`src/rtl/sim_trig_pkg.sv`:
```
// Shared types and constants for the simulation frame trigger.
package sim_trig_pkg;

  typedef enum logic [1:0] {
    WAIT_DL = 2'd0,
    ARMED   = 2'd1,
    DUMP    = 2'd2,
    DONE    = 2'd3
  } trig_state_e;

  localparam int SYNC_STAGES = 2;

  // Without download gating the trigger is armed straight out of reset.
  function automatic trig_state_e reset_state(input int wait_dwnld);
    return (wait_dwnld != 0) ? WAIT_DL : ARMED;
  endfunction

endpackage

```
`src/rtl/sim_frame_trigger_if.sv`:
```
// Bundle between the frame trigger and the waveform-dump controller.
interface sim_frame_trigger_if #(
  parameter int CNT_W = 32
);
  logic             vs;
  logic             downloading;
  logic [CNT_W-1:0] frame_cnt;
  logic             frame_tick;
  logic             dump_on;
  logic             dump_start;
  logic             dump_stop;
  logic [CNT_W-1:0] frame_period;

  modport master (
    input  vs,
    input  downloading,
    output frame_cnt,
    output frame_tick,
    output dump_on,
    output dump_start,
    output dump_stop,
    output frame_period
  );

  modport slave (
    output vs,
    output downloading,
    input  frame_cnt,
    input  frame_tick,
    input  dump_on,
    input  dump_start,
    input  dump_stop,
    input  frame_period
  );
endinterface

```
`src/rtl/sim_edge_sync.sv`:
```
// Multi-flop synchronizer with a delayed copy for single-cycle rise/fall pulses.
module sim_edge_sync
  import sim_trig_pkg::*;
(
  input  logic clk,
  input  logic rst_n,
  input  logic async_i,
  output logic level_o,
  output logic rise_o,
  output logic fall_o
);

  logic [SYNC_STAGES-1:0] sync_q;
  logic                   dly_q;

  always_ff @(posedge clk or negedge rst_n) begin
    if (!rst_n) begin
      sync_q <= '0;
      dly_q  <= 1'b0;
    end else begin
      sync_q <= {sync_q[SYNC_STAGES-2:0], async_i};
      dly_q  <= sync_q[SYNC_STAGES-1];
    end
  end

  assign level_o = sync_q[SYNC_STAGES-1];
  assign rise_o  = sync_q[SYNC_STAGES-1] & ~dly_q;
  assign fall_o  = ~sync_q[SYNC_STAGES-1] & dly_q;

endmodule

```
`src/rtl/sim_frame_trigger.sv`:
```
// Frame counter and dump-window generator driven by vsync and the download flag.
// Define SIM_FRAME_PERIOD_EN to measure clk cycles between frame ticks on frame_period.
module sim_frame_trigger
  import sim_trig_pkg::*;
#(
  parameter int CNT_W       = 32,
  parameter int START_FRAME = 0,
  parameter int DUMP_FRAMES = 0,
  parameter int WAIT_DWNLD  = 1
) (
  input  logic                clk,
  input  logic                rst_n,
  sim_frame_trigger_if.master trig
);

  localparam trig_state_e      RST_STATE = reset_state(WAIT_DWNLD);
  localparam logic [CNT_W-1:0] START_VAL = CNT_W'(START_FRAME);
  localparam logic [CNT_W-1:0] DUMP_VAL  = CNT_W'(DUMP_FRAMES);

  logic vs_fall;
  logic vs_rise_unused;
  logic vs_level_unused;
  logic dl_rise;
  logic dl_fall;
  logic dl_level_unused;

  sim_edge_sync u_vs_sync (
    .clk     (clk),
    .rst_n   (rst_n),
    .async_i (trig.vs),
    .level_o (vs_level_unused),
    .rise_o  (vs_rise_unused),
    .fall_o  (vs_fall)
  );

  sim_edge_sync u_dl_sync (
    .clk     (clk),
    .rst_n   (rst_n),
    .async_i (trig.downloading),
    .level_o (dl_level_unused),
    .rise_o  (dl_rise),
    .fall_o  (dl_fall)
  );

  trig_state_e      state_q, state_d;
  logic [CNT_W-1:0] frame_cnt_q, frame_cnt_d;
  logic [CNT_W-1:0] win_q, win_d;
  logic             dump_on_q;
  logic             dump_start_q, dump_start_d;
  logic             dump_stop_q, dump_stop_d;

  // A download ending restarts the count even if a frame lands in the same cycle.
  always_comb begin
    frame_cnt_d = frame_cnt_q;
    if (dl_fall) begin
      frame_cnt_d = '0;
    end else if (vs_fall) begin
      frame_cnt_d = frame_cnt_q + CNT_W'(1);
    end
  end

  always_comb begin
    state_d      = state_q;
    win_d        = win_q;
    dump_start_d = 1'b0;
    dump_stop_d  = 1'b0;
    if (dl_rise && (state_q != WAIT_DL)) begin
      state_d     = WAIT_DL;
      dump_stop_d = (state_q == DUMP);
    end else begin
      case (state_q)
        WAIT_DL: begin
          if (dl_fall) begin
            state_d = ARMED;
          end
        end
        ARMED: begin
          if ((START_FRAME == 0) || (vs_fall && (frame_cnt_d == START_VAL))) begin
            state_d      = DUMP;
            dump_start_d = 1'b1;
            win_d        = '0;
          end
        end
        DUMP: begin
          if (vs_fall) begin
            win_d = win_q + CNT_W'(1);
            if ((DUMP_FRAMES != 0) && (win_d == DUMP_VAL)) begin
              state_d     = DONE;
              dump_stop_d = 1'b1;
            end
          end
        end
        DONE: begin
          state_d = DONE;
        end
        default: begin
          state_d = RST_STATE;
        end
      endcase
    end
  end

  always_ff @(posedge clk or negedge rst_n) begin
    if (!rst_n) begin
      state_q      <= RST_STATE;
      frame_cnt_q  <= '0;
      win_q        <= '0;
      dump_on_q    <= 1'b0;
      dump_start_q <= 1'b0;
      dump_stop_q  <= 1'b0;
    end else begin
      state_q      <= state_d;
      frame_cnt_q  <= frame_cnt_d;
      win_q        <= win_d;
      dump_on_q    <= (state_d == DUMP);
      dump_start_q <= dump_start_d;
      dump_stop_q  <= dump_stop_d;
    end
  end

`ifdef SIM_FRAME_PERIOD_EN
  logic [CNT_W-1:0] per_cnt_q, per_cnt_d;
  logic [CNT_W-1:0] period_q, period_d;

  // Counter saturates so a stalled vsync reports all-ones rather than wrapping.
  always_comb begin
    per_cnt_d = per_cnt_q;
    period_d  = period_q;
    if (vs_fall) begin
      period_d  = per_cnt_q;
      per_cnt_d = CNT_W'(1);
    end else if (per_cnt_q != '1) begin
      per_cnt_d = per_cnt_q + CNT_W'(1);
    end
  end

  always_ff @(posedge clk or negedge rst_n) begin
    if (!rst_n) begin
      per_cnt_q <= '0;
      period_q  <= '0;
    end else begin
      per_cnt_q <= per_cnt_d;
      period_q  <= period_d;
    end
  end

  assign trig.frame_period = period_q;
`else
  assign trig.frame_period = '0;
`endif

  assign trig.frame_cnt  = frame_cnt_q;
  assign trig.frame_tick = vs_fall;
  assign trig.dump_on    = dump_on_q;
  assign trig.dump_start = dump_start_q;
  assign trig.dump_stop  = dump_stop_q;

  a_start_stop_exclusive : assert property (
    @(posedge clk) disable iff (!rst_n) !(dump_start_q && dump_stop_q)
  );

  a_on_tracks_state : assert property (
    @(posedge clk) disable iff (!rst_n) dump_on_q == (state_q == DUMP)
  );

endmodule
```
`src/flat_wrapper.sv`:
```
// flat-port wrapper written by rule: the top's interface ports become plain ports
module sim_frame_trigger_flat import sim_trig_pkg::*;
#(
  parameter int CNT_W       = 32,
  parameter int START_FRAME = 0,
  parameter int DUMP_FRAMES = 0,
  parameter int WAIT_DWNLD  = 1
)
  (clk, rst_n, trig_vs, trig_downloading, trig_frame_cnt, trig_frame_tick, trig_dump_on, trig_dump_start, trig_dump_stop, trig_frame_period);
  sim_frame_trigger_if #(.CNT_W(CNT_W)) trig_i ();
  input  logic clk;
  input  logic rst_n;
  input wire logic [$bits(trig_i.vs)-1:0] trig_vs;
  input wire logic [$bits(trig_i.downloading)-1:0] trig_downloading;
  output wire logic [$bits(trig_i.frame_cnt)-1:0] trig_frame_cnt;
  output wire logic [$bits(trig_i.frame_tick)-1:0] trig_frame_tick;
  output wire logic [$bits(trig_i.dump_on)-1:0] trig_dump_on;
  output wire logic [$bits(trig_i.dump_start)-1:0] trig_dump_start;
  output wire logic [$bits(trig_i.dump_stop)-1:0] trig_dump_stop;
  output wire logic [$bits(trig_i.frame_period)-1:0] trig_frame_period;
  assign trig_i.vs = trig_vs;
  assign trig_i.downloading = trig_downloading;
  assign trig_frame_cnt = trig_i.frame_cnt;
  assign trig_frame_tick = trig_i.frame_tick;
  assign trig_dump_on = trig_i.dump_on;
  assign trig_dump_start = trig_i.dump_start;
  assign trig_dump_stop = trig_i.dump_stop;
  assign trig_frame_period = trig_i.frame_period;
  sim_frame_trigger #(.CNT_W(CNT_W), .START_FRAME(START_FRAME), .DUMP_FRAMES(DUMP_FRAMES), .WAIT_DWNLD(WAIT_DWNLD)) u_core (.clk(clk), .rst_n(rst_n), .trig(trig_i));
endmodule
```
`config.mk`:
```
export PLATFORM = sky130hd
export DESIGN_NAME = sim_frame_trigger_flat
export DESIGN_NICKNAME = d
export VERILOG_FILES = /design/src/rtl/sim_trig_pkg.sv /design/src/rtl/sim_frame_trigger_if.sv /design/src/rtl/sim_edge_sync.sv /design/src/rtl/sim_frame_trigger.sv /design/src/flat_wrapper.sv
export SDC_FILE = /design/constraint.sdc
export NUM_CORES = 1
export LEC_CHECK = 0
export CAP_MARGIN = 20
export CORE_ASPECT_RATIO = 0.75
export CORE_MARGIN = 2
export CORE_UTILIZATION = 30
export DETAILED_ROUTE_END_ITERATION = 10
export PLACE_DENSITY = 0.53
export SLEW_MARGIN = 20
export SYNTH_ARGS = -nofsm -noshare
export SYNTH_HDL_FRONTEND = slang
export SYNTH_HIERARCHICAL = 1
export SYNTH_SLANG_ARGS = --single-unit
```
`constraint.sdc`:
```
create_clock -name clk -period 6.5 [get_ports clk]
set_input_delay 1.95 -clock clk [delete_from_list [all_inputs] [get_ports clk]]
set_output_delay 1.95 -clock clk [all_outputs]
set_load 0.01 [all_outputs]
```
# Yosys cells after proc, flatten, opt, wreduce, memory -nomap -nowiden
# Index checks and enable logic that the tools add are counted.
[op_classes]
n_eq_ne = 4
addsub = 1
mux = 8
bitwise_logic = 6
reduce_logical = 4
[op_table]
columns = ["cell", "count"]
rows = [
  ["two-way mux 32 bit", 2],
  ["adder 32 x 1 -> 32 bit, second input constant", 1],
  ["equality test 2 bit, second input constant", 3],
  ["case mux 2 bit (3 select lines)", 1],
  ["two-way mux 2 bit", 2],
  ["nonzero test 2 bit", 2],
  ["bitwise AND 1 bit", 3],
  ["two-way mux 1 bit", 3],
  ["inverter 1 bit", 3],
  ["equality test 2 x 1 -> 1 bit, second input constant", 1],
  ["zero test 2 bit", 1],
  ["logical AND 1 bit", 1],
]
[word_totals]
elab_cells = 32
register_bits = 43
out_inout_bits = 68

# Logic depth before layout (Yosys ltp)
# Gate-level depths: netlist of the first run.
[depth]
depth_word = 6
mapped_depth = 7
depth_no_buf = 5

# By module
# Netlist of the first run, hierarchy kept.
[modules_own_cells]
columns = ["module", "area_each_um2", "n_inst", "cells_each", "seq_area_each_um2"]
rows = [
  ["sim_frame_trigger", 2154.6, 1, 229, 925.9],
  ["sim_edge_sync", 90.1, 2, 5, 75.1],
]

# Least setup slack after synthesis of the first run
# No wires, ideal clock.
[synth_path]
kind = "register to output"
startpoint = "register u_core.u_vs_sync.sync_q[1]"
endpoint = "output port trig_frame_tick"
t_arrival_ps = 590
setup_slack_ps = 3960
t_required_ps = 4550
path_stages_with_launch = 2
cell_sequence = "dfrtp_1 > and2b_2"
[synth_between]
elab_chain_cells = 2
[synth_rtl]
columns = ["element", "line", "rtl"]
rows = [
  ["start: declaration", "sim_edge_sync.sv:13", "logic [SYNC_STAGES-1:0] sync_q;"],
  ["start signal: assignment", "sim_edge_sync.sv:21", "sync_q <= {sync_q[SYNC_STAGES-2:0], async_i};"],
  ["inverter 1 bit", "sim_edge_sync.sv:28", "assign fall_o = ~sync_q[SYNC_STAGES-1] & dly_q;"],
  ["bitwise AND 1 bit", "sim_edge_sync.sv:28", ""],
  ["end: declaration", "flat_wrapper.sv:16", "output wire logic [$bits(trig_i.frame_tick)-1:0] trig_frame_tick;"],
]
# No other way between the ends.

# Final worst setup path of the first run
# Ends and elaborated chain as after synthesis.

==> report_table.html, run 1 <==
<table>
<tr><th>Metric</th><th>Value</th></tr>
<tr><th colspan="2">Clocking</th></tr>
<tr><td>CTS tree</td><td>built</td></tr>
<tr><td>Worst-Skew Late Latency</td><td>290 ps</td></tr>
<tr><td># hold bufs at CTS</td><td>0</td></tr>
<tr><td>Clock buffer count from CTS</td><td>5</td></tr>
<tr><td>Root cell of the clock tree</td><td>sky130_fd_sc_hd__clkbuf_8</td></tr>
<tr><td>Clock buffer depth</td><td>2</td></tr>
<tr><td>Clock tree sinks</td><td>43</td></tr>
<tr><td>Number of gates given a new drive strength after cts</td><td>0</td></tr>
<tr><td>Buffers inserted during post-CTS setup optimization</td><td>0</td></tr>
<tr><td>H-tree lvl count</td><td>2</td></tr>
<tr><td>Clock-pin transition on the worst setup and hold timing paths</td><td>roughly 80 ps</td></tr>
<tr><th colspan="2">Timing</th></tr>
<tr><td>Worst Tran Pin Value</td><td>757 ps</td></tr>
<tr><td>Accumulated negative setup slack</td><td>0 ps</td></tr>
<tr><td>Rel. slew slack</td><td>49.5%</td></tr>
<tr><td>Hold violation total from the final report</td><td>0</td></tr>
<tr><td>Maximum frequency from static timing analysis</td><td>0.286 GHz</td></tr>
<tr><td>Largest clock skew in the final design</td><td>~7.5 ps</td></tr>
<tr><td>Total setup violations reported at the end of the flow</td><td>0</td></tr>
<tr><td>Count of pins over their slew limit</td><td>0</td></tr>
<tr><td>Share of the clock period used by the worst path after layout</td><td>53.8%</td></tr>
<tr><td>Post-route setup slack</td><td>3010 ps</td></tr>
<tr><td>Final min period</td><td>3490 ps</td></tr>
<tr><td>Unrepaired setup endpoints after global routing</td><td>no</td></tr>
<tr><th colspan="2">Global route</th></tr>
<tr><td>Pin count of the biggest net entering global routing</td><td>44</td></tr>
<tr><td>Number of global-route vias before repair</td><td>1549</td></tr>
<tr><td>Antenna violations before repair</td><td>0</td></tr>
<tr><td>Wire length of the first global-routing pass</td><td>7850 um</td></tr>
<tr><td>Overall fraction of global-route tracks in use</td><td>11.8%</td></tr>
<tr><td>Grt total ovfl</td><td>0</td></tr>
<tr><th colspan="2">Logic synthesis</th></tr>
<tr><td>Per-instance average area after synthesis</td><td>9.78 um^2</td></tr>
<tr><td>Synthesized instance count</td><td>238</td></tr>
<tr><td>Post-Syn Area</td><td>2330 um^2</td></tr>
<tr><td>Warnings from Yosys</td><td>6</td></tr>
<tr><th colspan="2">Floorplanning</th></tr>
<tr><td>Number of cell rows</td><td>27</td></tr>
<tr><td>Die Outline Area</td><td>8490 um^2</td></tr>
<tr><td>Std-Cell Core Area</td><td>7430 um^2</td></tr>
<tr><td>Ports placed on the boundary</td><td>72</td></tr>
<tr><td>Width of the chip</td><td>106 um</td></tr>
<tr><td>Initial Utilization</td><td>between 30 and 40%</td></tr>
<tr><td>Vert. Die Dim</td><td>approximately 80 um</td></tr>
<tr><th colspan="2">Power</th></tr>
<tr><td>Pleak</td><td>~1.1 nW</td></tr>
<tr><td>Pwr Total</td><td>0.000570 W</td></tr>
<tr><td>P per Cell Area</td><td>206 nW/um^2</td></tr>
<tr><td>Worst vdd rail ir drop</td><td>0.119 mV</td></tr>
<tr><th colspan="2">Place</th></tr>
<tr><td>Hpwl dp</td><td>roughly 3200 um</td></tr>
<tr><td>Buffers on Ports</td><td>39</td></tr>
<tr><td>Routability congestion estimate</td><td>0.698</td></tr>
<tr><td>Number of cells after detailed placement</td><td>364</td></tr>
<tr><td>Pre-CTS WS</td><td>3310 ps</td></tr>
<tr><th colspan="2">Layout</th></tr>
<tr><td>Share of post-route cells with drive strength above 1</td><td>around 7.7%</td></tr>
<tr><td>Area Overhead vs Synth</td><td>18.9%</td></tr>
<tr><td>Number of antenna cells inserted</td><td>0</td></tr>
<tr><td>Leading cell type in the layout, fill and taps excluded</td><td>sky130_fd_sc_hd__dfrtp_1</td></tr>
<tr><td>Utilization of the core after routing</td><td>a little under two fifths</td></tr>
<tr><td>Fillers</td><td>758</td></tr>
<tr><td>Final layout net count</td><td>275</td></tr>
<tr><td>Most frequent cells in the layout</td><td>sky130_fd_sc_hd__dfrtp_1, sky130_fd_sc_hd__clkdlybuf4s50_1, sky130_fd_sc_hd__conb_1, sky130_fd_sc_hd__nor2_1, sky130_fd_sc_hd__a21oi_1</td></tr>
<tr><td>Non-filler instance count after layout</td><td>372</td></tr>
<tr><th colspan="2">Worst setup path</th></tr>
<tr><td>Slowest CP cell</td><td>sky130_fd_sc_hd__clkdlybuf4s50_1</td></tr>
<tr><td>Category of the critical setup timing path</td><td>reg -&gt; out</td></tr>
<tr><td>Max FO, Critical Path</td><td>8</td></tr>
<tr><td>Setup crit end kind</td><td>output pin</td></tr>
<tr><td>Setup crit start kind</td><td>register</td></tr>
<tr><td>Required time of the worst setup path</td><td>about 4600 ps</td></tr>
<tr><td>Cell-by-cell trace of the critical path</td><td>and2b_2 &gt; clkdlybuf4s50_1</td></tr>
<tr><td>Crit path arrival time</td><td>1540 ps</td></tr>
<tr><td>Critical path's largest stage delay</td><td>approximately 560 ps</td></tr>
<tr><th colspan="2">Worst hold path</th></tr>
<tr><td>Classification of the worst-slack hold path</td><td>reg -&gt; reg</td></tr>
<tr><th colspan="2">Status</th></tr>
<tr><td>Run status</td><td>completed</td></tr>
<tr><th colspan="2">Drt</th></tr>
<tr><td>Detailed-route wire length per cell</td><td>~13 um</td></tr>
<tr><td>Count of nets left with antenna violations after detail routing</td><td>0</td></tr>
<tr><td>First-pass detailed-route iteration total</td><td>4</td></tr>
<tr><td>Number of design rule violations left after detail routing</td><td>0</td></tr>
<tr><td>Detailed-route via count</td><td>roughly 1700</td></tr>
<tr><td>Wire length after detailed routing</td><td>4800 um</td></tr>
<tr><td>Post-detailed-route via-to-cell ratio</td><td>4.60</td></tr>
<tr><td>Starting DRC count in detailed routing</td><td>94</td></tr>
<tr><th colspan="2">Run</th></tr>
<tr><td>Max Cap Violations</td><td>0</td></tr>
</table>
path summary, 6_finish.rpt:
| path | from | to | slack [ps] | cells after the start |
|---|---|---|---|---|
| min in group asynchronous | rst_n | u_core/trig.dump_stop | 1650 | 1 |
| setup / recovery | u_core/u_vs_sync/sync_q[1] | trig_frame_tick | 3010 | 2 |
| max in group asynchronous | rst_n | u_core/trig.frame_cnt[13] | 4480 | 1 |
| hold reg to reg | u_core/u_dl_sync/sync_q[0] | u_core/u_dl_sync/sync_q[1] | 350 | 0 |
| setup reg to reg | u_core/u_dl_sync/sync_q[1] | u_core/trig.frame_cnt[22] | 3630 | 5 |
| hold / removal | u_core/u_dl_sync/sync_q[0] | u_core/u_dl_sync/sync_q[1] | 350 | 0 |
state kept, by name (all words and copies together), names as in the netlist:
register and cells:
u_core/trig.frame_cnt 32, u_core/state_q 2, u_core/u_dl_sync/sync_q 2, u_core/u_vs_sync/sync_q 2, u_core/trig.dump_on 1, u_core/trig.dump_start 1, u_core/trig.dump_stop 1, u_core/u_dl_sync/dly_q 1
u_core/u_vs_sync/dly_q 1
critical path, delay by kind of cell (launching register included):
| family | cells | cell delay [ps] |
|---|---|---|
| DFF | 1 | 370 |
| buffers and inverters | 1 | 560 |
| and+or+nand+nor | 1 | 320 |
through the flow:
stage | hold slack [ps] | cell area [um^2]
2_1_floorplan | 331 | 2440
3_3_place_gp | 335 | 2650
3_5_place_dp | 336 | 2650
4_1_cts | 357 | 2770
5_1_grt | 360 | 2770
6_report | 353 | 2770
power breakdown:
| part | total [W] | internal [W] | switching, W |
|---|---|---|---|
| sequential | 0.000292 | 0.000280 | 0.0000122 |
| combinational | 0.0000598 | 0.0000255 | 0.0000343 |
| clock | 0.000218 | 0.000124 | 0.0000932 |
routing by layer:
metal | GRT usage [%] | vias to the layer above | part of all wire, %
met3 | 2.52 | 5 | 4.0
met5 | 0 | - | 0
met4 | 4.74 | 0 | 1.3
met1 | 16.6 | 821 | 51
li1 | - | 840 | -
met2 | 17.6 | 47 | 44
cell type report:
cell class,instances,area [um^2],area share [%]
clock buffer,6,82.6,2.98
sequential,43,1080,38.9
timing repair buffer,39,388,14.0
multi-input combinational,173,1030,37.2
inverter,8,30.0,1.08
clock inverter,2,35.0,1.27
tap,101,126,4.56
Power figures use the tool's default switching activity.
==> run 2, diff against run 1 <==
Clock period 6.5 ns to 3.3 ns, I/O delays scaled along.
==> run 2 against run 1 <==
Effect of this change: non-clock buffer count increased by 1; clock-buffer cell count decreased by 1; sequential power increased by 97%; total power increased by 78%; worst hold slack improved by 16 ps; utilization decreased by 0.37 points; critical path type unchanged; critical endpoint unchanged; highest routed layer unchanged.
==> report_table.html, run 2 (same netlist as run 1, synthesis figures left out) <==
<table>
<tr><th>Metric</th><th>Value</th></tr>
<tr><th colspan="2">Power</th></tr>
<tr><td>Worst vdd rail ir drop</td><td>~0.14 mV</td></tr>
<tr><td>P per Cell Area</td><td>370 nW/um^2</td></tr>
<tr><td>Pwr Total</td><td>0.00101 W</td></tr>
<tr><td>Pleak</td><td>1.10 nW</td></tr>
<tr><th colspan="2">Global route</th></tr>
<tr><td>Antenna violations before repair</td><td>0</td></tr>
<tr><td>Met1 track utilization from global routing</td><td>between 10% and 20%</td></tr>
<tr><td>Number of global-route vias before repair</td><td>1609</td></tr>
<tr><td>Overall fraction of global-route tracks in use</td><td>11.9%</td></tr>
<tr><td>Global-route layer with the greatest usage</td><td>met2</td></tr>
<tr><td>Global routing usage on met3</td><td>3.65%</td></tr>
<tr><td>Wire length of the first global-routing pass</td><td>around 8000 um</td></tr>
<tr><td>Global-route met2 utilization</td><td>17.6%</td></tr>
<tr><td>Pin count of the biggest net entering global routing</td><td>44</td></tr>
<tr><td>Grt total ovfl</td><td>0</td></tr>
<tr><th colspan="2">Clocking</th></tr>
<tr><td>Clock tree sinks</td><td>43</td></tr>
<tr><td>Number of gates given a new drive strength after cts</td><td>0</td></tr>
<tr><td>Buffers inserted during post-CTS setup optimization</td><td>0</td></tr>
<tr><td># hold bufs at CTS</td><td>0</td></tr>
<tr><td>Root cell of the clock tree</td><td>sky130_fd_sc_hd__clkbuf_8</td></tr>
<tr><td>Worst-Skew Late Latency</td><td>290 ps</td></tr>
<tr><td>CTS tree</td><td>built</td></tr>
<tr><td>Clock buffer depth</td><td>2</td></tr>
<tr><td>Clock buffer count from CTS</td><td>5</td></tr>
<tr><td>H-tree lvl count</td><td>2</td></tr>
<tr><td>Clock-pin transition on the worst setup and hold timing paths</td><td>~80 ps</td></tr>
<tr><th colspan="2">Layout</th></tr>
<tr><td>Max reg flops</td><td>32</td></tr>
<tr><td>Area Overhead vs Synth</td><td>17.7%</td></tr>
<tr><td>Area of the multi-input gates</td><td>1030 um^2</td></tr>
<tr><td>Number of antenna cells inserted</td><td>0</td></tr>
<tr><td>Leading cell type in the layout, fill and taps excluded</td><td>sky130_fd_sc_hd__dfrtp_1</td></tr>
<tr><td>Most frequent cells in the layout</td><td>sky130_fd_sc_hd__dfrtp_1, sky130_fd_sc_hd__clkdlybuf4s50_1, sky130_fd_sc_hd__conb_1, sky130_fd_sc_hd__nor2_1, sky130_fd_sc_hd__a21oi_1</td></tr>
<tr><td>Final standard cell area without fillers</td><td>between 2000 and 3000 um^2</td></tr>
<tr><td>Final layout net count</td><td>between 200 and 300</td></tr>
<tr><td>Area taken by flip-flops and latches</td><td>1080 um^2</td></tr>
<tr><td>Fillers</td><td>760</td></tr>
<tr><td>Share of post-route cells with drive strength above 1</td><td>between 7 and 8%</td></tr>
<tr><th colspan="2">Floorplanning</th></tr>
<tr><td>Number of cell rows</td><td>27</td></tr>
<tr><td>Std-Cell Core Area</td><td>7430 um^2</td></tr>
<tr><td>Vert. Die Dim</td><td>80.3 um</td></tr>
<tr><td>Ports placed on the boundary</td><td>72</td></tr>
<tr><td>Width of the chip</td><td>106 um</td></tr>
<tr><td>Initial Utilization</td><td>31.3%</td></tr>
<tr><td>Die Outline Area</td><td>8490 um^2</td></tr>
<tr><th colspan="2">Worst setup path</th></tr>
<tr><td>Slowest CP cell</td><td>sky130_fd_sc_hd__clkdlybuf4s50_1</td></tr>
<tr><td>Cell-by-cell trace of the critical path</td><td>and2b_2 &gt; clkdlybuf4s50_1</td></tr>
<tr><td>Max FO, Critical Path</td><td>8</td></tr>
<tr><td>Slack of the worst reg-to-reg path</td><td>950 ps</td></tr>
<tr><td>Setup crit start kind</td><td>register</td></tr>
<tr><td>Setup crit end kind</td><td>output pin</td></tr>
<tr><td>Required time of the worst setup path</td><td>2310 ps</td></tr>
<tr><td>Critical path's largest stage delay</td><td>570 ps</td></tr>
<tr><td>Crit path arrival time</td><td>1550 ps</td></tr>
<tr><td>Category of the critical setup timing path</td><td>reg -&gt; out</td></tr>
<tr><th colspan="2">Drt</th></tr>
<tr><td>Post-detailed-route via-to-cell ratio</td><td>~4.7</td></tr>
<tr><td>Count of nets left with antenna violations after detail routing</td><td>0</td></tr>
<tr><td>First-pass detailed-route iteration total</td><td>4</td></tr>
<tr><td>Number of design rule violations left after detail routing</td><td>0</td></tr>
<tr><td>Starting DRC count in detailed routing</td><td>87</td></tr>
<tr><td>Detailed-route wire length per cell</td><td>13.3 um</td></tr>
<tr><td>Wire length after detailed routing</td><td>4930 um</td></tr>
<tr><td>Detailed-route via count</td><td>about 1700</td></tr>
<tr><th colspan="2">Status</th></tr>
<tr><td>Run status</td><td>completed</td></tr>
<tr><th colspan="2">Place</th></tr>
<tr><td>Total placed instance area</td><td>2660 um^2</td></tr>
<tr><td>Routability congestion estimate</td><td>~0.75</td></tr>
<tr><td>Buffers on Ports</td><td>39</td></tr>
<tr><td>Hpwl dp</td><td>3360 um</td></tr>
<tr><th colspan="2">Timing</th></tr>
<tr><td>Worst Tran Pin Value</td><td>roughly 550 ps</td></tr>
<tr><td>Total setup violations reported at the end of the flow</td><td>0</td></tr>
<tr><td>Final min period</td><td>2540 ps</td></tr>
<tr><td>Hold violation total from the final report</td><td>0</td></tr>
<tr><td>Largest clock skew in the final design</td><td>9.35 ps</td></tr>
<tr><td>Maximum frequency from static timing analysis</td><td>0.393 GHz</td></tr>
<tr><td>Accumulated negative setup slack</td><td>0 ps</td></tr>
<tr><td>Share of the clock period used by the worst path after layout</td><td>77.0%</td></tr>
<tr><td>Rel. slew slack</td><td>63.0%</td></tr>
<tr><td>Unrepaired setup endpoints after global routing</td><td>no</td></tr>
<tr><td>Count of pins over their slew limit</td><td>0</td></tr>
<tr><th colspan="2">Run</th></tr>
<tr><td>Max Cap Violations</td><td>0</td></tr>
<tr><th colspan="2">Worst hold path</th></tr>
<tr><td>Classification of the worst-slack hold path</td><td>reg -&gt; reg</td></tr>
</table>
-- run 2: layout make-up --
class,instances,area share [%]
clock buffer,5,2.51
sequential,43,39.3
tap,101,4.61
inverter,8,1.10
multi-input combinational,173,37.6
clock inverter,2,0.502
timing repair buffer,40,14.4
-- run 2: per-layer routing --
layer / vias up / wire (um)
met5: - / 0
met4: 0 / 34
met3: 2 / 254
met2: 56 / 2140
met1: 838 / 2500
li1: 842 / -
-- run 2: worst max-delay path, delay by kind of cell, from the launching register on --
kind                   cells  cell delay, ps
DFF                        1             380
and+or+nand+nor            1             320
buffers and inverters      1             570
-- run 2: power breakdown --
| group | leakage (nW) | total, W | switching [W] | internal [W] |
|---|---|---|---|---|
| Clock | 0.0440 | 0.000321 | 0.000176 | 0.000145 |
| Combinational | 0.479 | 0.000119 | 0.0000677 | 0.0000508 |
| Sequential | 0.581 | 0.000575 | 0.0000237 | 0.000551 |
| Total | 1.10 | 0.00101 | 0.000267 | 0.000747 |
-- run 2: per-stage QoR --
stage | util (%) | std cells | worst slack [ps] | hold WS, ps
detailed placement | 35.7 | 365 | 966 | 352
global route | 36.9 | 372 | 679 | 388
finish | 36.9 | 372 | 758 | 369
floorplan | - | 269 | 1060 | 331
global placement | 35.7 | 365 | 990 | 336
CTS | 36.9 | 372 | 729 | 371
-- run 2: path summary, 6_finish.rpt --
path / cells past startpoint / startpoint / end
worst min register to register: 0 / u_core/u_vs_sync/sync_q[0] / u_core/u_vs_sync/sync_q[1]
min in group asynchronous: 1 / rst_n / u_core/trig.dump_stop
worst max-delay path: 2 / u_core/u_vs_sync/sync_q[1] / trig_frame_tick
worst max register to register: 5 / u_core/u_dl_sync/sync_q[1] / u_core/trig.frame_cnt[29]
worst min-delay path: 0 / u_core/u_vs_sync/sync_q[0] / u_core/u_vs_sync/sync_q[1]
max in group asynchronous: 1 / rst_n / u_core/trig.frame_cnt[23]
==> run 3, diff against run 2 <==
Clock period 3.3 ns to 2.6 ns, I/O delays scaled along.
==> run 3 against run 2 <==
Effect of this change: setup slack got worse by 510 ps; die area did not move; global-route usage rose by 0.26 points; largest cell class unchanged; utilization rose by 0.61 points; worst hold slack got worse by 11 ps; sequential power rose by 27%.
==> report_table.html, run 3 (same netlist as run 1, synthesis figures left out) <==
<table>
<tr><th>Metric</th><th>Value</th></tr>
<tr><th colspan="2">Drt</th></tr>
<tr><td>Post-detailed-route via-to-cell ratio</td><td>4.64</td></tr>
<tr><td>Detailed-route via count</td><td>1739</td></tr>
<tr><td>Detailed-route wire length per cell</td><td>12.9 um</td></tr>
<tr><td>Wire length after detailed routing</td><td>4860 um</td></tr>
<tr><td>Count of nets left with antenna violations after detail routing</td><td>0</td></tr>
<tr><td>First-pass detailed-route iteration total</td><td>4</td></tr>
<tr><td>Starting DRC count in detailed routing</td><td>75</td></tr>
<tr><td>Number of design rule violations left after detail routing</td><td>0</td></tr>
<tr><th colspan="2">Global route</th></tr>
<tr><td>Antenna violations before repair</td><td>0</td></tr>
<tr><td>Number of global-route vias before repair</td><td>1577</td></tr>
<tr><td>Grt total ovfl</td><td>0</td></tr>
<tr><td>Overall fraction of global-route tracks in use</td><td>around an eighth</td></tr>
<tr><td>Pin count of the biggest net entering global routing</td><td>44</td></tr>
<tr><td>Wire length of the first global-routing pass</td><td>8090 um</td></tr>
<tr><th colspan="2">Layout</th></tr>
<tr><td>Share of post-route cells with drive strength above 1</td><td>8.76%</td></tr>
<tr><td>Number of antenna cells inserted</td><td>0</td></tr>
<tr><td>Most frequent cells in the layout</td><td>sky130_fd_sc_hd__dfrtp_1, sky130_fd_sc_hd__clkdlybuf4s50_1, sky130_fd_sc_hd__conb_1, sky130_fd_sc_hd__nor2_1, sky130_fd_sc_hd__a21oi_1</td></tr>
<tr><td>Non-filler instance count after layout</td><td>approximately 380</td></tr>
<tr><td>Area Overhead vs Synth</td><td>19.7%</td></tr>
<tr><td>Utilization of the core after routing</td><td>37.5%</td></tr>
<tr><td>Max reg flops</td><td>32</td></tr>
<tr><td>Leading cell type in the layout, fill and taps excluded</td><td>sky130_fd_sc_hd__dfrtp_1</td></tr>
<tr><td>Fillers</td><td>762</td></tr>
<tr><td>Final layout net count</td><td>278</td></tr>
<tr><th colspan="2">Timing</th></tr>
<tr><td>Worst Tran Pin Value</td><td>roughly 560 ps</td></tr>
<tr><td>Unrepaired setup endpoints after global routing</td><td>no</td></tr>
<tr><td>Maximum frequency from static timing analysis</td><td>0.426 GHz</td></tr>
<tr><td>Count of pins over their slew limit</td><td>0</td></tr>
<tr><td>Hold violation total from the final report</td><td>0</td></tr>
<tr><td>Post-route setup slack</td><td>about 250 ps</td></tr>
<tr><td>Largest clock skew in the final design</td><td>a little under 10 ps</td></tr>
<tr><td>Share of the clock period used by the worst path after layout</td><td>90.4%</td></tr>
<tr><td>Accumulated negative setup slack</td><td>0 ps</td></tr>
<tr><td>Rel. slew slack</td><td>62.4%</td></tr>
<tr><td>Final min period</td><td>2350 ps</td></tr>
<tr><td>Total setup violations reported at the end of the flow</td><td>0</td></tr>
<tr><th colspan="2">Worst setup path</th></tr>
<tr><td>Critical path's largest stage delay</td><td>~580 ps</td></tr>
<tr><td>Category of the critical setup timing path</td><td>reg -&gt; out</td></tr>
<tr><td>Required time of the worst setup path</td><td>1820 ps</td></tr>
<tr><td>Start of the worst register-to-register path</td><td>u_core/u_vs_sync/sync_q[1]</td></tr>
<tr><td>End of the worst register-to-register path</td><td>u_core/trig.frame_cnt[29]</td></tr>
<tr><td>Worst-case reg-to-reg path depth</td><td>5</td></tr>
<tr><td>Setup crit end kind</td><td>output pin</td></tr>
<tr><td>Slack of the worst reg-to-reg path</td><td>~320 ps</td></tr>
<tr><td>Buffers and inverters on the worst path</td><td>1</td></tr>
<tr><td>Cell family with most CP delay</td><td>buffers and inverters</td></tr>
<tr><td>Max FO, Critical Path</td><td>8</td></tr>
<tr><td>Setup crit start kind</td><td>register</td></tr>
<tr><td>Cell-by-cell trace of the critical path</td><td>and2b_2 &gt; clkdlybuf4s50_1</td></tr>
<tr><td>Crit path arrival time</td><td>1570 ps</td></tr>
<tr><td>Slowest CP cell</td><td>sky130_fd_sc_hd__clkdlybuf4s50_1</td></tr>
<tr><th colspan="2">Clocking</th></tr>
<tr><td>Clock buffer depth</td><td>2</td></tr>
<tr><td>Worst-Skew Late Latency</td><td>approximately 300 ps</td></tr>
<tr><td>H-tree lvl count</td><td>2</td></tr>
<tr><td>Clock tree sinks</td><td>43</td></tr>
<tr><td># hold bufs at CTS</td><td>0</td></tr>
<tr><td>Clock buffer count from CTS</td><td>5</td></tr>
<tr><td>CTS tree</td><td>built</td></tr>
<tr><td>Number of gates given a new drive strength after cts</td><td>0</td></tr>
<tr><td>Buffers inserted during post-CTS setup optimization</td><td>0</td></tr>
<tr><td>Clock-pin transition on the worst setup and hold timing paths</td><td>90 ps</td></tr>
<tr><td>Root cell of the clock tree</td><td>sky130_fd_sc_hd__clkbuf_8</td></tr>
<tr><th colspan="2">Place</th></tr>
<tr><td>Number of cells after detailed placement</td><td>roughly 370</td></tr>
<tr><td>Buffers on Ports</td><td>39</td></tr>
<tr><td>Hpwl dp</td><td>3270 um</td></tr>
<tr><td>Pre-CTS WS</td><td>322 ps</td></tr>
<tr><td>Routability congestion estimate</td><td>0.740</td></tr>
<tr><th colspan="2">Worst hold path</th></tr>
<tr><td>WHS Path Cells</td><td>0</td></tr>
<tr><td>Hold worst-path end</td><td>u_core/u_dl_sync/sync_q[1]</td></tr>
<tr><td>Classification of the worst-slack hold path</td><td>reg -&gt; reg</td></tr>
<tr><td>Worst hold path startpoint</td><td>u_core/u_dl_sync/sync_q[0]</td></tr>
<tr><th colspan="2">Floorplanning</th></tr>
<tr><td>Initial Utilization</td><td>31.3%</td></tr>
<tr><td>Ports placed on the boundary</td><td>72</td></tr>
<tr><td>Number of cell rows</td><td>27</td></tr>
<tr><td>Std-Cell Core Area</td><td>7430 um^2</td></tr>
<tr><td>Vert. Die Dim</td><td>between 80 and 90 um</td></tr>
<tr><td>Die Outline Area</td><td>8490 um^2</td></tr>
<tr><td>Width of the chip</td><td>106 um</td></tr>
<tr><th colspan="2">Power</th></tr>
<tr><td>Pleak</td><td>roughly 1.1 nW</td></tr>
<tr><td>Worst vdd rail ir drop</td><td>0.184 mV</td></tr>
<tr><td>P per Cell Area</td><td>512 nW/um^2</td></tr>
<tr><th colspan="2">Status</th></tr>
<tr><td>Run status</td><td>completed</td></tr>
<tr><th colspan="2">Run</th></tr>
<tr><td>Max Cap Violations</td><td>0</td></tr>
</table>
run 3: cell count changes in the layout (fill, tap and decap cells not counted):
cell,change
sky130_fd_sc_hd__clkinv_2,-1
sky130_fd_sc_hd__buf_4,+1
sky130_fd_sc_hd__bufinv_16,+1
sky130_fd_sc_hd__clkinv_4,-1
sky130_fd_sc_hd__inv_6,+1
sky130_fd_sc_hd__clkinvlp_4,+1
sky130_fd_sc_hd__buf_2,+1
run 3: stage by stage:
stage | hold WS [ps] | power (W) | area (um^2)
after detailed placement | 339 | 0.000897 | 2670
after CTS | 361 | 0.00145 | 2790
after global routing | 382 | 0.00150 | 2790
after global placement | 336 | 0.000894 | 2670
after floorplan | 331 | 0.000858 | 2440
final | 358 | 0.00143 | 2790
run 3: report_power, final:
group / total (W) / switching, W / internal, W
combinational: 0.000153 / 0.0000872 / 0.0000661
clock: 0.000544 / 0.000254 / 0.000290
sequential: 0.000729 / 0.0000290 / 0.000700
run 3: worst register-to-register path, stage by stage, from the launching register on:
cell and delay, ps:
sky130_fd_sc_hd__dfrtp_1 380, sky130_fd_sc_hd__and2b_2 310, sky130_fd_sc_hd__o211ai_2 140, sky130_fd_sc_hd__or4_4 690, sky130_fd_sc_hd__nor4_1 290, sky130_fd_sc_hd__mux2_2 360
run 3: cell type report:
type                    count  area, um^2  area share, %
flip-flops and latches     43        1080           38.6
multi-input cells         173        1030           37.0
clock buffers               5        68.8           2.47
clock inverters             3        46.3           1.66
well taps                 101         126           4.54
repair buffers             42         408           14.6
inverters                   8        30.0           1.08
run 3: worst max-delay path by stage:
stage / cells past startpoint / endpoint / startpoint
after global placement: 5 / u_core/trig.frame_cnt[29] / u_core/u_vs_sync/sync_q[1]
after CTS: 2 / trig_frame_tick / u_core/u_vs_sync/sync_q[1]
after detailed placement: 5 / u_core/trig.frame_cnt[29] / u_core/u_vs_sync/sync_q[1]
after global routing: 5 / u_core/trig.frame_cnt[31] / u_core/u_vs_sync/sync_q[1]
final: 2 / trig_frame_tick / u_core/u_vs_sync/sync_q[1]
after floorplan: 7 / u_core/trig.frame_cnt[29] / u_core/u_vs_sync/sync_q[1]
run 3: routing by layer:
| layer | GRT usage (%) | share of wire [%] |
|---|---|---|
| met1 | 17.3 | 50 |
| met2 | 17.8 | 44 |
| met3 | 2.92 | 4.6 |
| met4 | 4.34 | 1.2 |
| met5 | 0 | 0 |
